[config.mk]
export PLATFORM = sky130hd
export DESIGN_NAME = steer_controller
export DESIGN_NICKNAME = d
export VERILOG_FILES = /design/src/rtl/steer_controller.sv
export SDC_FILE = /design/constraint.sdc
export NUM_CORES = 1
export LEC_CHECK = 0
export CAP_MARGIN = 20
export CORE_MARGIN = 5
export CORE_UTILIZATION = 62
export DETAILED_ROUTE_END_ITERATION = 6
export PLACE_DENSITY = 0.95
export SLEW_MARGIN = 20
export SYNTH_ARGS = -nofsm -noshare
export SYNTH_HDL_FRONTEND = slang
export SYNTH_SLANG_ARGS = --single-unit
[constraint.sdc]
create_clock -name clk -period 7.6 [get_ports clk]
set_clock_uncertainty 0.2 [all_clocks]
set_input_delay 1.52 -clock clk [delete_from_list [all_inputs] [get_ports clk]]
set_output_delay 1.52 -clock clk [all_outputs]
set_load 0.005 [all_outputs]
[src/rtl/steer_controller.sv]
// Line-following steering: centroid error -> P(D) correction -> two glitch-free PWMs.
// Build option: define STEER_DERIV_EN to add the KD*d derivative term.
module steer_controller #(
  parameter int IMG_W        = 640,
  parameter int PWM_PERIOD   = 1000,
  parameter int BASE_DUTY    = 600,
  parameter int SEARCH_DUTY  = 400,
  parameter int KP           = 2,
  parameter int KD           = 1,
  parameter int GAIN_SHIFT   = 1,
  parameter int LOST_TIMEOUT = 30
) (
  input  logic       clk,
  input  logic       rst,
  input  logic       upd,
  input  logic [9:0] centroid_x,
  input  logic       line_valid,
  input  logic       line_lost,
  output logic       pwm_l,
  output logic       pwm_r,
  output logic [9:0] duty_l,
  output logic [9:0] duty_r,
  output logic [1:0] state
);

  typedef enum logic [1:0] {
    IDLE   = 2'd0,
    TRACK  = 2'd1,
    SEARCH = 2'd2,
    STOP   = 2'd3
  } st_t;

  localparam int LW = $clog2(LOST_TIMEOUT + 1);

  st_t st_q, st_d;
  logic [LW-1:0] lost_q, lost_d, lost_inc;
  logic signed [10:0] err;
  logic trk_upd;

  assign err = $signed({1'b0, centroid_x}) - $signed(11'(IMG_W / 2));
  assign lost_inc = (lost_q >= LW'(LOST_TIMEOUT)) ? lost_q : lost_q + 1'b1;

  always_comb begin
    st_d   = st_q;
    lost_d = lost_q;
    if (upd) begin
      unique case (st_q)
        IDLE: begin
          if (line_valid && !line_lost) st_d = TRACK;
        end
        TRACK: begin
          if (line_lost) begin
            st_d   = SEARCH;
            lost_d = LW'(1);
          end
        end
        SEARCH, STOP: begin
          if (line_lost) begin
            lost_d = lost_inc;
            if (lost_inc >= LW'(LOST_TIMEOUT)) st_d = STOP;
          end else if (line_valid) begin
            st_d   = TRACK;
            lost_d = '0;
          end
        end
      endcase
    end
  end

  assign trk_upd = upd && line_valid && !line_lost && (st_d == TRACK);

  // Stage 1: FSM, error capture, sign of last tracked error
  logic               v1, neg_q;
  st_t                st1;
  logic signed [10:0] err1;
  logic signed [11:0] d1;

  always_ff @(posedge clk or negedge rst) begin
    if (!rst) begin
      st_q   <= IDLE;
      lost_q <= '0;
      v1     <= 1'b0;
      st1    <= IDLE;
      err1   <= '0;
      neg_q  <= 1'b0;
    end else begin
      st_q   <= st_d;
      lost_q <= lost_d;
      v1     <= upd && (line_valid || line_lost);
      st1    <= st_d;
      if (trk_upd) begin
        err1  <= err;
        neg_q <= err[10];
      end
    end
  end

`ifdef STEER_DERIV_EN
  logic signed [10:0] err_prev;

  always_ff @(posedge clk or negedge rst) begin
    if (!rst) begin
      err_prev <= '0;
      d1       <= '0;
    end else if (trk_upd) begin
      err_prev <= err;
      d1       <= (st_q == TRACK) ? 12'(err) - 12'(err_prev) : '0;
    end
  end
`else
  assign d1 = '0;
`endif

  // Stage 2: correction, saturation, target registers
  logic signed [23:0] corr, sum_l, sum_r;
  logic [9:0] tgt_l, tgt_r;

  always_comb begin
`ifdef STEER_DERIV_EN
    corr = (signed'(24'(KP)) * 24'(err1)
          + signed'(24'(KD)) * 24'(d1)) >>> GAIN_SHIFT;
`else
    corr = (signed'(24'(KP)) * 24'(err1)) >>> GAIN_SHIFT;
`endif
    sum_l = signed'(24'(BASE_DUTY)) + corr;
    sum_r = signed'(24'(BASE_DUTY)) - corr;
  end

  function automatic logic [9:0] sat(input logic signed [23:0] x);
    if (x < 0) return '0;
    if (x > signed'(24'(PWM_PERIOD))) return 10'(PWM_PERIOD);
    return x[9:0];
  endfunction

  always_ff @(posedge clk or negedge rst) begin
    if (!rst) begin
      tgt_l <= '0;
      tgt_r <= '0;
    end else if (v1) begin
      unique case (st1)
        TRACK: begin
          tgt_l <= sat(sum_l);
          tgt_r <= sat(sum_r);
        end
        SEARCH: begin
          tgt_l <= neg_q ? '0 : 10'(SEARCH_DUTY);
          tgt_r <= neg_q ? 10'(SEARCH_DUTY) : '0;
        end
        default: begin
          tgt_l <= '0;
          tgt_r <= '0;
        end
      endcase
    end
  end

  // PWM: duty only reloads at the wrap so a period is never cut short
  logic [9:0] cnt;
  logic       wrap;

  assign wrap = (cnt == 10'(PWM_PERIOD - 1));

  always_ff @(posedge clk or negedge rst) begin
    if (!rst) begin
      cnt    <= '0;
      duty_l <= '0;
      duty_r <= '0;
      pwm_l  <= 1'b0;
      pwm_r  <= 1'b0;
    end else begin
      cnt   <= wrap ? '0 : cnt + 1'b1;
      pwm_l <= cnt < duty_l;
      pwm_r <= cnt < duty_r;
      if (wrap) begin
        duty_l <= tgt_l;
        duty_r <= tgt_r;
      end
    end
  end

  assign state = st_q;

endmodule

==> results.ini <==
[outcome]
run_status = finished, final reports clean

[logic_synthesis]
synth-main-ff-cell = dfrtp_1
yosysMostFrequentCell = dfrtp_1
async_reset_ff_share_pct = 100
avgSynthCellArea_um2 = 9.32
synthDistinctLibCells = 56
ys_seq_elements = 71
syn_inst = 443
netlist_area_mm2 = 0.00413
syn-num-nets = 488
synth.area.top_cells = dfrtp_1, ha_1, o21ai_0
synth_edf_count = 0
yosys.area.top_type = dfrtp_1
yosysWarnings = 0
yosysTopAreaCellShare_pct = 43.0
synth.yosys.seq_area_share_pct = 43.0
synthTopCellsByCount = dfrtp_1, nand2_1, inv_1

[worst_setup_path]
cp_top_family = buffers and inverters
cpPeakStageDelay_ns = 0.62
end_kind = flop
crit_required_ns = 7.63
worst_setup_path_start_kind = input port
arrival_ns = 3.42
crit_path_top_delay_cell = clkdlybuf4s50_1
critPathKind = input port to flop
crit_chain = clkdlybuf4s50_1 -> inv_1 -> a311oi_1 -> nor4_1 -> a31o_2 -> mux2_1
cp_num_buf_inv = 2
crit_path_max_fanout = 16

[timing]
holdWs_ns = 0.296
fmax_mhz = 296
rsz0062_at_grt = false
fin_crit_ns = 3.38
finalCritPeriodShare_pct = 44.5
relSlewSlack_pct = 42.4
tightest_slew_ns = 0.863
setup_tns_ns = 0
slew_viol_final = 0
setup_viol = 0
final-hold-violation-count = 0

[floorplanning]
die_w_um = 91.6
pin_count = 39
chipHeight_um = 91.6
start_util_pct = 64.3
coreArea_mm2 = 0.00642
rows = 29
die_area_mm2 = 0.00839

[worst_hold_path]
hold_class = flop to flop

[global_route]
met3_usage_pct = 4.58
use_met1_pct = 29.9
grt_use_met2_pct = 38.5
antenna_found_initial = 0
grt_overflow = 0
grt_pass1_wl_mm = 15.4
grt_usage_pct = 22.9
grt.busiest_layer = met2
grt_pass1_vias = 3236
grt_max_degree = 72

[clock_tree]
cts.sinks = 71
clock_latency_ns = 0.35
cts_max_level = 3
postCtsSetupBuffers = 0
numCtsBuffers = 9
ctsHoldBuffers = 0
cts_resized = 0
cts_tree = built
cts-root-buf = clkbuf_8
cts.path.max_buffers = 2
cts.clk_slew.worst_paths_ns = 0.08

[power]
vdd_drop_max_uv = 261
p_leak_nw = 2.10
p_per_area_mw_per_mm2 = 305

[routing]
drt.antenna.violating_nets = 0
firstDrtPassIters = 5
post-route-drc-count = 0
routed_wl_mm = 9.24
dr_total_vias = 3380
wl_per_cell_um = 16.5
drt_iter0_drc = 266
via_per_inst = 6.05

[placed_design]
dp_hpwl_mm = 6.61
portBuffers = 38
place.gp.congestion = 0.902

[layout]
drive_gt1_share_pct = 7.26
antenna_cells = 0
area_growth_pct = 16.4
nets = 522

[job]
cap_violations = 0

-- through the flow --
stage	cells	instance area (um2)	worst slack, ns	util (%)	total power [W]
after detailed placement	542	4540	3.88	70.8	0.00108
after global routing	559	4810	4.09	74.8	0.00156
after CTS	558	4800	4.24	74.7	0.00146
after global placement	542	4540	3.93	70.8	0.00106
final	559	4810	4.22	74.8	0.00147
after floorplan	443	4130	4.35	-	0.000952
-- metal layers --
metal / wire (um) / share of wire, %
met1: 4180 / 45
met2: 4560 / 49
met3: 386 / 4.2
met4: 112 / 1.2
met5: 0 / 0
-- final cells by class --
class / instances / area [um2]
clock buffers: 9 / 124
multi-input cells: 312 / 2120
repair buffers: 41 / 402
clock inverters: 7 / 128
inverters: 42 / 158
flip-flops and latches: 71 / 1780
fillers: 421 / 1620
well taps: 77 / 96.3
-- power breakdown --
| part | internal [W] | switching, W |
|---|---|---|
| logic | 0.000228 | 0.000292 |
| clock network | 0.000223 | 0.000158 |
| registers | 0.000450 | 0.000113 |
| total | 0.000901 | 0.000564 |
-- layout by cell type, fill, tap and decap left out, drive strengths merged, types with 4 or more instances in the layout --
master and instances:
nor2b 8, xnor2 12, dfrtp 71, a21oi 22
mux2i 6, o31ai 4, a2111oi 4, clkbuf 9
mux2 6, a311oi 4, a22o 7, nand2b 6
nor3 6, nand2 43, inv 44, o21a 5
nand3 17, o211ai 5, nor2 26, a21o 4
clkdlybuf4s50 37, xor2 7, a31oi 4, buf 4
ha 30, o21ai 42
-- state kept, by name, summed over array words and instances, names as in the netlist --
signal  count
pwm_l       1
lost_q      5
duty_r     10
st1         2
pwm_r       1
v1          1
err1       10
tgt_r      10
neg_q       1
cnt        10
tgt_l      10
duty_l     10
-- cells by family (layout without fill, tap and decap cells) --
group,Yosys count,after routing,share of synthesized area [%]
AO/OA/AOI/OAI,123,123,19.6
XOR/XNOR,19,19,4.03
adder cells (fa/ha/maj),30,30,9.09
buffers and inverters,60,99,5.57
flip-flops,71,71,43.0
multiplexers,12,12,3.09
AND/OR/NAND/NOR,128,128,15.6
-- final timing paths --
path	end	from	slack, ns	cells after the start
worst max-delay path	err1[9]	line_lost	4.22	6
worst min-delay path	tgt_r[0]	tgt_r[0]	0.30	1
worst max register to register	duty_l[0]	cnt[0]	4.83	7
worst min register to register	tgt_r[0]	tgt_r[0]	0.30	1
max in group asynchronous	err1[7]	rst	5.48	2
min in group asynchronous	pwm_l	rst	1.16	2
-- worst reg2reg max path, cell delays in order, from the launching register on --
cell	delay, ns
dfrtp_1	0.42
ha_1	0.30
nand2_1	0.08
nor2_1	0.23
nand2_1	0.14
nor4b_4	0.60
buf_4	0.34
mux2_2	0.36
No activity file was read; power rests on OpenSTA's default activity.
